### src/rtl/serial_sub_pkg.sv
// serial_sub_pkg: shared FSM state type and sizing helpers for serial_subtractor
package serial_sub_pkg;

    typedef enum logic [1:0] {IDLE, BUSY, DONE} state_t;

    function automatic int nchunk(input int width, input int chunk);
        return width / chunk;
    endfunction

    function automatic int cnt_width(input int n);
        return (n > 1) ? $clog2(n) : 1;
    endfunction

endpackage

### src/rtl/serial_subtractor_borrow_chunk.sv
// borrow_chunk: combinational CHUNK-bit borrow-ripple subtractor, diff = x - y - bi
module borrow_chunk #(
    parameter int CHUNK = 2
) (
    input  logic [CHUNK-1:0] x,
    input  logic [CHUNK-1:0] y,
    input  logic             bi,
    output logic [CHUNK-1:0] diff,
    output logic             bo
);

    logic [CHUNK:0] br;

    always_comb begin
        br[0] = bi;
        for (int i = 0; i < CHUNK; i++) begin
            diff[i]  = x[i] ^ y[i] ^ br[i];
            br[i+1]  = (~x[i] & (y[i] | br[i])) | (y[i] & br[i]);
        end
        bo = br[CHUNK];
    end

endmodule

### src/rtl/serial_subtractor.sv
// serial_subtractor: chunk-serial d = a - b - bin over WIDTH/CHUNK cycles with a registered borrow
module serial_subtractor
    import serial_sub_pkg::*;
#(
    parameter int WIDTH = 8,
    parameter int CHUNK = 2
) (
    input  logic             clk,
    input  logic             rst_n,
    input  logic             in_valid,
    output logic             in_ready,
    input  logic [WIDTH-1:0] a,
    input  logic [WIDTH-1:0] b,
    input  logic             bin,
    output logic             out_valid,
    input  logic             out_ready,
    output logic [WIDTH-1:0] d,
    output logic             bout,
    output logic             zero,
    output logic             ovf
);

    localparam int NCHUNK = nchunk(WIDTH, CHUNK);
    localparam int CW     = cnt_width(NCHUNK);

    if (WIDTH % CHUNK != 0) begin : g_bad_chunk
        $error("serial_subtractor: WIDTH must be a multiple of CHUNK");
    end

    state_t           state, state_nx;
    logic [WIDTH-1:0] a_reg, b_reg, d_sh, d_fin;
    logic [CW-1:0]    cnt;
    logic [CHUNK-1:0] diff;
    logic             borrow_reg, bo, last;

    assign in_ready  = state == IDLE;
    assign out_valid = state == DONE;
    assign last      = cnt == CW'(NCHUNK - 1);

    borrow_chunk #(.CHUNK(CHUNK)) u_chunk (
        .x    (a_reg[CHUNK*int'(cnt) +: CHUNK]),
        .y    (b_reg[CHUNK*int'(cnt) +: CHUNK]),
        .bi   (borrow_reg),
        .diff (diff),
        .bo   (bo)
    );

    always_comb begin
        d_fin = d_sh;
        d_fin[CHUNK*int'(cnt) +: CHUNK] = diff;
        state_nx = (state == IDLE && in_valid)  ? BUSY :
                   (state == BUSY && last)      ? DONE :
                   (state == DONE && out_ready) ? IDLE : state;
    end

    always_ff @(posedge clk or negedge rst_n) begin
        if (!rst_n) state <= IDLE;
        else        state <= state_nx;
    end

    always_ff @(posedge clk or negedge rst_n) begin
        if (!rst_n) begin
            a_reg      <= '0;
            b_reg      <= '0;
            d_sh       <= '0;
            borrow_reg <= 1'b0;
            cnt        <= '0;
            d          <= '0;
            bout       <= 1'b0;
            zero       <= 1'b0;
            ovf        <= 1'b0;
        end else begin
            if (state == IDLE && in_valid) begin
                a_reg      <= a;
                b_reg      <= b;
                borrow_reg <= bin;
                cnt        <= '0;
            end
            if (state == BUSY) begin
                d_sh       <= d_fin;
                borrow_reg <= bo;
                cnt        <= last ? '0 : cnt + 1'b1;
                if (last) begin
                    d    <= d_fin;
                    bout <= bo;
                    zero <= d_fin == '0;
                    ovf  <= (a_reg[WIDTH-1] != b_reg[WIDTH-1]) && (d_fin[WIDTH-1] != a_reg[WIDTH-1]);
                end
            end
        end
    end

endmodule

### config.mk
export PLATFORM = sky130hd
export DESIGN_NAME = serial_subtractor
export DESIGN_NICKNAME = d
export VERILOG_FILES = /design/src/rtl/serial_sub_pkg.sv /design/src/rtl/serial_subtractor_borrow_chunk.sv /design/src/rtl/serial_subtractor.sv
export SDC_FILE = /design/constraint.sdc
export NUM_CORES = 1
export LEC_CHECK = 0
export BUFFER_PORTS_ARGS = -buffer_cell sky130_fd_sc_hd__buf_2
export CAP_MARGIN = 0
export CORE_UTILIZATION = 55
export DETAILED_ROUTE_END_ITERATION = 6
export PLACE_DENSITY = 0.78
export SETUP_SLACK_MARGIN = 0.2
export SYNTH_ARGS = -nofsm -noshare
export SYNTH_HDL_FRONTEND = slang
export SYNTH_HIERARCHICAL = 1
export SYNTH_SLANG_ARGS = --single-unit
### constraint.sdc
create_clock -name clk -period 3.2 [get_ports clk]
set_clock_uncertainty 0.15 [all_clocks]
set_input_delay 0.32 -clock clk [delete_from_list [all_inputs] [get_ports clk]]
set_output_delay 0.32 -clock clk [all_outputs]
set_load 0.05 [all_outputs]
======== Yosys cells after proc, flatten, opt, wreduce, memory -nomap -nowiden ========
Cells that the tools add are included.
operators by class
  $add $sub $neg .......................... 2
  equality and inequality tests ........... 5
  shift operators ......................... 4
  mux-type cells .......................... 9
  bitwise gates (word level) .............. 14
  reductions and logical operators ........ 9
operator list
  operator                                               count
  negation 3 -> 33 bit                                   1
  variable shift 2 x 33 -> 8 bit (first input constant)  1
  indexed part select 2 x 33 -> 8 bit                    1
  indexed part select 8 x 4 -> 2 bit                     2
  2-to-1 mux 2 bit                                       6
  bitwise mux 8 bit                                      1
  zero test 8 bit                                        1
  AND 1 bit                                              4
  equality test 2 bit (second input constant)            2
  logical AND 1 bit                                      4
  OR 1 bit                                               4
  bitwise XOR 1 bit                                      4
  nonzero test 3 bit                                     1
  adder 2 x 1 -> 2 bit (second input constant)           1
  equality test 2 x 1 -> 1 bit (second input constant)   1
  zero test 2 bit                                        1
  2-to-1 mux 1 bit                                       2
  inequality test 1 bit                                  2
  NOT 1 bit                                              2
  AND reduction 2 bit                                    1
  nonzero test 2 bit                                     1
storage, ports and cells
  bits in registers ....................... 40
  input port bits ......................... 21
  output and inout port bits .............. 13
  logic and storage cells ................. 53

======== Logic depth before layout (Yosys ltp) ========
Gate-level depths: netlist of the first run.
  word-level depth ........................ 9
  mapped depth ............................ 8

======== Cells and area by module ========
The synthesis of the first run kept the hierarchy.
modules (own cells, without submodules)
  module             instances  cells each  area each (um^2)
  serial_subtractor  1          158         1,939.4
  borrow_chunk       1          6           55.1

======== Worst setup path after synthesis of the first run ========
No wires, ideal clock.
  kind .................................... flip-flop to flip-flop
  start ................................... register cnt[0]
  end ..................................... register ovf
  library setup time ...................... 0.065 ns
  arrival ................................. 2.692 ns
  slack ................................... 0.293 ns
  cell stages (with the launch flop) ...... 8
  path buffers ............................ 1
  clock period less this slack ............ 2.907 ns
  cells stage by stage .................... dfrtp_1 > buf_6 > mux4_2 > fa_1 > fa_1 > a31oi_1 > nor4bb_1 > a211o_1
between the ends
  longest elaborated chain between the ends .. 9
  elaborated cells between the ends (all ways) .. 19
  those cells by class .................... add/sub (1); eq/ne (2); shift (4); mux (1); bitwise (9); reduce/logical (2)
RTL lines
  what                                                   line                                              RTL
  start: declaration                                     serial_subtractor.sv:32                           logic [CW-1:0] cnt;
  start signal: assignment                               serial_subtractor.sv:82                           cnt <= last ? '0 : cnt + 1'b1;
  indexed part select 8 x 4 -> 2 bit (on tied branches)  serial_subtractor.sv:42, serial_subtractor.sv:41
  OR 1 bit / NOT 1 bit (equally long branches)           serial_subtractor_borrow_chunk.sv:18              br[i+1] = (~x[i] & (y[i] | br[i])) | (y[i] & br[i]);
  AND 1 bit                                              serial_subtractor_borrow_chunk.sv:18
  OR 1 bit                                               serial_subtractor_borrow_chunk.sv:18
  bitwise XOR 1 bit (*)                                  serial_subtractor_borrow_chunk.sv:17              diff[i] = x[i] ^ y[i] ^ br[i];
  net diff[1]                                            serial_subtractor.sv:33                           logic [CHUNK-1:0] diff;
  indexed part select 2 x 33 -> 8 bit (*)                serial_subtractor.sv:50                           d_fin[CHUNK*int'(cnt) +: CHUNK] = diff;
  bitwise mux 8 bit (*)                                  serial_subtractor.sv:50
  inequality test 1 bit (*)                              serial_subtractor.sv:87                           ovf <= (a_reg[WIDTH-1] != b_reg[WIDTH-1]) && (d_fin[WIDTH-1] != a_reg[WIDTH-1]);
  logical AND 1 bit (*)                                  serial_subtractor.sv:87
  end signal: assignment                                 serial_subtractor.sv:87
  end: declaration                                       serial_subtractor.sv:20                           output logic ovf
Mark *: on every way through the listed nets, which the timed path passes. The rest lies on a longest branch.
A chain may end at the register's enable or synchronous reset.

======== Worst setup path after layout of the first run ========
Ends and elaborated chain as after synthesis.

==> flow_summary_export.csv, run 1 <==
group,metric,value,unit
outcome,status,"completed",
place,gp_congestion,0.8048,
yosys,muxShareOfSynthArea,16.56,%
place,hpwl,2.671,mm
yosys,netlist_instances,164,
sta,slew_viol_final,0,
sta,fin_setup_tns,0,ns
drt,first_pass_iters,4,
sta,slew_headroom,42.36,%
finish,fin_cells,246,
place,dp.cells,237,
drt,ant_nets,0,
die,die_area,0.003871,mm^2
sta,tightestPinTransition,0.8646,ns
grt,antenna_found_initial,0,
yosys,yosys_warnings,6,
finish,layout-drive-gt1-share,36.00,%
finish,syn2layout_area_growth,13.05,%
yosys,syn_area_per_cell,12.16,um^2
die,chipWidth,62.22,um
sta,rsz0062_at_grt,"no",
setup_path,cpPeakStageDelay,0.54,ns
place,port_buffers,33,
sta,hold_viol,0,
yosys,synth-seq-cells,40,
setup_path,cp_cell_sequence,"mux4_2 -> fa_1 -> fa_2 -> a31oi_2 -> nor4bb_1 -> a211o_1",
finish,nets,228,
sta,max_freq,0.3477,GHz
setup_path,crit_fanout,7,
yosys,ys_seq_area_share,50.19,%
grt,grt_pass1_wl,6.196,mm
yosys,synthXorXnorAreaFrac,0,%
yosys,synth_area,0.001994,mm^2
die,coreArea,0.003416,mm^2
grt,overflow,0,
grt,first_global_vias,1369,
sta,fin_crit_sh,89.88,%
clock_network,cts_tree,"built",
finish,mostFrequentLayoutCells,"39 x dfrtp_1, 33 x buf_2, 19 x mux2_2",
setup_path,slowest_stage,"mux4_2",
yosys,synth_compound_area_share,11.23,%
finish,antennaDiodeCount,0,
clock_network,worst_skew_pair.late_latency,0.35,ns
yosys,synthesis.nets,193,
clock_network,htreeDepth,2,
clock_network,cts_buffers,5,
pwr,power.density,1168,mW/mm^2
run,max_cap_viol_count,0,
clock_network,clk_pin_slew_worst_paths,0.13,ns
clock_network,clockRootBuffer,"clkbuf_4",
setup_path,endpoint_kind,"register",
yosys,synth_top_family_by_area,"multiplexers",
grt,grt_usage,20.50,%
die,io_pins,34,
setup_path,cp_data_arrival_time,3.02,ns
min_path,min_path_type,"primary input to register",
yosys,synth_adder_area_share,5.772,%
drt,wl,3.569,mm
pwr,p_leak,0.001073,uW
setup_path,path_class,"register to register",
pwr,vdd_ir_drop_max,777.3,uV
yosys,yosys.cell_types.count,34,
finish,layout_commonest_cell,"dfrtp_1",
clock_network,cts_sinks,40,
sta,final.min_clock_period,2.876,ns
drt,drc,0,
sta,setup_viol,0,
drt,num_vias,1383,
drt,drt_iter0_drc,65,
die,initial_core_util,58.39,%
clock_network,cts.path.max_buffers,2,
drt,wl_per_cell,14.51,um
die,rows,21,
grt,grt_start_max_net_pins,41,
setup_path,worstSetupStartpointType,"register",
yosys,synthSimpleGateAreaFrac,12.23,%
die,die_h,62.22,um
drt,viasPerCell,5.622,
setup_path,worstPathRequired,3.34,ns
## layout make-up
type	instances	area, um^2
fill	291	1161
sequential	40	1002
clock buffer	5	37.54
multi-input combinational	108	922.1
timing repair buffer	35	182.7
inverter	9	33.78
clock inverter	3	18.77
tap	46	57.56
## synth_stat cells, drive strengths merged
master / n / area (um^2)
mux4: 4 / 101.4
a41oi: 1 / 8.760
and4: 1 / 8.760
nor4bb: 1 / 10.01
a21o: 2 / 15.01
nor2b: 5 / 31.28
dfrtp: 40 / 1001
nor4b: 3 / 45.04
nand2: 15 / 63.81
o21ai: 12 / 60.06
a211o: 1 / 8.760
and2b: 2 / 15.01
a31oi: 2 / 12.51
and3: 1 / 6.260
inv: 9 / 33.78
nand4: 2 / 12.51
and2: 2 / 13.77
ha: 6 / 75.07
mux2: 20 / 229.0
a22o: 2 / 17.52
fa: 2 / 40.04
buf: 7 / 46.29
a21oi: 6 / 30.03
o22ai: 2 / 12.51
nor2: 10 / 37.54
o31ai: 1 / 7.510
a32o: 5 / 51.30
## what timing repair did
item | 4_1_cts | 5_1_grt
pin swaps | 0 | 0
cloned | 0 | 0
gates resized for setup | 2 | 1
endpoints found under the setup margin | 1 | 2
hold endpoints to repair | 40 | 0
buffers inserted | 0 | 0
hold buffers | 1 | 0
## critical path: cells and delay by family, from the launching register on
kind,cells,cell delay (ns)
AOI/OAI and AO/OA,2,0.40
adders and majority gates,2,0.94
DFF,1,0.46
muxes,1,0.54
and+or+nand+nor,1,0.33
## path summary, 6_finish.rpt
check	start	to	cells after the start	slack, ns
max	cnt[0]	ovf	6	0.32
min	out_ready	state[1]	2	0.007
max reg2reg	cnt[0]	ovf	6	0.32
min reg2reg	d[6]	d[6]	2	0.34
max in group asynchronous	rst_n	cnt[0]	2	1.85
min in group asynchronous	rst_n	d[4]	2	0.46
## routing by layer
metal | vias up | wire, um | global-route usage, %
met2 | 44 | 1779 | 33.10
met5 | - | 0 | 0
met3 | 10 | 161 | 3.676
met1 | 668 | 1539 | 26.42
met4 | 0 | 89 | 10.76
li1 | 661 | - | -
## report_power, final
| group | switching (uW) | leakage, uW | internal (uW) | total [uW] |
|---|---|---|---|---|
| clock | 166 | 0.0000349 | 84.5 | 251 |
| combinational | 883 | 0.000535 | 589 | 1470 |
| sequential | 163 | 0.000503 | 748 | 911 |
| total | 1210 | 0.00107 | 1420 | 2630 |
## through the flow
step | utilization [%] | setup slack, ns | instance area (um^2) | power (uW) | hold WS, ns
5_1_grt | 66.01 | 0.2147 | 2255 | 2834 | 0.002609
3_5_place_dp | 63.77 | 0.1580 | 2178 | 2363 | 0.3173
2_1_floorplan | - | 0.2928 | 1994 | 2050 | -0.1256
3_3_place_gp | 63.77 | 0.2566 | 2178 | 2295 | 0.3064
4_1_cts | 65.93 | 0.2655 | 2252 | 2627 | 0.005408
6_report | 66.01 | 0.3239 | 2255 | 2634 | 0.006920
## cell families (layout without fill, tap and decap cells)
family	count (synthesis)	after routing
and+or+nand+nor	42	42
DFF	40	40
AOI/OAI and AO/OA	34	34
muxes	24	24
buffers and inverters	16	52
adders and majority gates	8	8
Note: power is estimated with default switching activity, not from simulation.
==> run 2, diff against run 1 <==
--- a/config.mk
+++ b/config.mk
@@ -9,8 +9,10 @@
 export CAP_MARGIN = 0
 export CORE_UTILIZATION = 55
 export DETAILED_ROUTE_END_ITERATION = 6
+export HOLD_SLACK_MARGIN = 0.03
 export PLACE_DENSITY = 0.78
 export SETUP_SLACK_MARGIN = 0.2
+export SLEW_MARGIN = 20
 export SYNTH_ARGS = -nofsm -noshare
 export SYNTH_HDL_FRONTEND = slang
 export SYNTH_HIERARCHICAL = 1
==> run 2 against run 1 <==
  * Register-to-register slack about the same
  * Non-clock buffer count rose by 3
  * Core utilization grew 0.88 points
  * Flip-flop and latch count did not move
  * Critical path depth is the same
  * Maximum frequency hardly changed
  * Clock power barely moved
  * Global-route usage about the same
  * Die area did not move
  * Largest cell class unchanged
  * Largest power group unchanged
==> flow_summary_export.csv, run 2 (synthesized netlist as in run 1, its figures left out) <==
group,metric,value,unit
drt,wl,3.590,mm
finish,antennaDiodeCount,0,
clock_network,cts_setup_buffers,0,
drt,drc,0,
setup_path,cp.depth,6,
drt,ant_nets,0,
sta,final.min_clock_period,2.876,ns
drt,drt_iter0_drc,63,
sta,max_freq,0.3478,GHz
finish,nFillCells,288,
die,io_pins,34,
clock_network,cts_buffers,5,
setup_path,cp_top_family,"adder cells",
grt,grt_usage,20.54,%
drt,wl_per_cell,14.42,um
sta,slew_headroom,42.25,%
setup_path,cp_data_arrival_time,3.02,ns
grt,overflow,0,
finish,utilization,66.89,%
run,max_cap_viol_count,0,
die,die_h,62.22,um
pwr,vdd_ir_drop_max,776.7,uV
place,dp.cells,237,
min_path,holdPathStages,2,
setup_path,cp_num_buf_inv,0,
finish,layout-drive-gt1-share,35.47,%
setup_path,cpPeakStageDelay,0.54,ns
setup_path,path_class,"register to register",
clock_network,cts_sinks,40,
sta,holdWs,0.04207,ns
pwr,p_leak,0.001086,uW
grt,grt_start_max_net_pins,41,
finish,layout_commonest_cell,"dfrtp_1",
clock_network,clk_pin_slew_worst_paths,0.13,ns
setup_path,worstPathRequired,3.34,ns
clock_network,cts.path.max_buffers,2,
sta,rsz0062_at_grt,"no",
sta,tightestPinTransition,0.8662,ns
drt,num_vias,1394,
finish,syn2layout_area_growth,14.55,%
pwr,power.density,1154,mW/mm^2
sta,fin_crit_sh,89.86,%
place,port_buffers,33,
grt,antenna_found_initial,0,
drt,viasPerCell,5.598,
setup_path,slowest_stage,"mux4_2",
setup_path,worstSetupStartpointType,"register",
clock_network,cts_tree,"built",
setup_path,crit_fanout,7,
die,rows,21,
sta,hold_viol,0,
die,chipWidth,62.22,um
finish,mostFrequentLayoutCells,"39 x dfrtp_1, 33 x buf_2, 19 x mux2_2",
place,hpwl,2.671,mm
outcome,status,"completed",
die,die_area,0.003871,mm^2
sta,fin_setup_tns,0,ns
clock_network,clockRootBuffer,"clkbuf_4",
die,initial_core_util,58.39,%
drt,first_pass_iters,4,
setup_path,r2r_cells,6,
place,postPlaceCellArea,0.002178,mm^2
setup_path,cp_cell_sequence,"mux4_2 -> fa_1 -> fa_2 -> a31oi_2 -> nor4bb_1 -> a211o_1",
min_path,min_path_type,"primary input to register",
clock_network,htreeDepth,2,
finish,fin_cells,249,
clock_network,worst_skew_pair.late_latency,0.35,ns
place,gp_congestion,0.8048,
die,coreArea,0.003416,mm^2
finish,nets,231,
finish,design_area,0.002285,mm^2
grt,first_global_vias,1370,
setup_path,endpoint_kind,"register",
sta,slew_viol_final,0,
sta,setup_viol,0,
grt,grt_pass1_wl,6.210,mm
==> run 2: cell types whose count changed in the layout (fill, tap and decap cells not counted) <==
| cell | delta |
|---|---|
| dlygate4sd3_1 | +3 |
==> run 2: path summary, 6_finish.rpt <==
| path | end | slack [ns] | from |
|---|---|---|---|
| worst max-delay path | ovf | 0.32 | cnt[0] |
| worst min-delay path | b_reg[1] | 0.04 | b[1] |
| worst max register to register | ovf | 0.32 | cnt[0] |
| worst min register to register | d[6] | 0.34 | d[6] |
| max in group asynchronous | cnt[0] | 1.85 | rst_n |
| min in group asynchronous | d[4] | 0.46 | rst_n |
==> run 2: report_power, final <==
group          switching, uW  internal [uW]
Combinational            883            591
Clock                    166           84.5
Sequential               163            748
Total                   1210           1420
==> run 2: area by class of cell <==
| cell class | count | area (um^2) | area share [%] |
|---|---|---|---|
| Tap cell | 46 | 57.56 | 2.519 |
| Inverter | 9 | 33.78 | 1.479 |
| Clock buffer | 5 | 37.54 | 1.643 |
| Timing Repair Buffer | 38 | 212.7 | 9.310 |
| Multi-Input combinational cell | 108 | 922.1 | 40.36 |
| Clock inverter | 3 | 18.77 | 0.8215 |
| Sequential cell | 40 | 1002 | 43.87 |
==> run 2: metal layers <==
metal	share of wire (%)	GRT usage [%]	vias to the layer above
li1	-	-	667
met1	43	26.54	675
met2	50	33.10	42
met3	4.3	3.676	10
met4	2.5	10.76	0
met5	0	0	-
==> run 2: what timing repair did <==
action / 4_1_cts / 5_1_grt
endpoints found under the setup margin: 1 / 2
resized for setup: 2 / 1
hold buffers: 2 / 2
endpoints found under the hold margin: 41 / 2
==> run 2: stage by stage <==
| stage | total power [uW] | setup slack (ns) |
|---|---|---|
| floorplan | 2050 | 0.2928 |
| global placement | 2295 | 0.2566 |
| detailed placement | 2363 | 0.1580 |
| CTS | 2628 | 0.2655 |
| global route | 2837 | 0.2147 |
| finish | 2636 | 0.3244 |
==> run 2: worst reg2reg max path, delay by kind of cell, from the launching register on <==
family | cells | cell delay [ns]
adder cells (fa/ha/maj) | 2 | 0.94
multiplexers | 1 | 0.54
flip-flops | 1 | 0.46
AO/OA/AOI/OAI | 2 | 0.40
AND/OR/NAND/NOR | 1 | 0.33
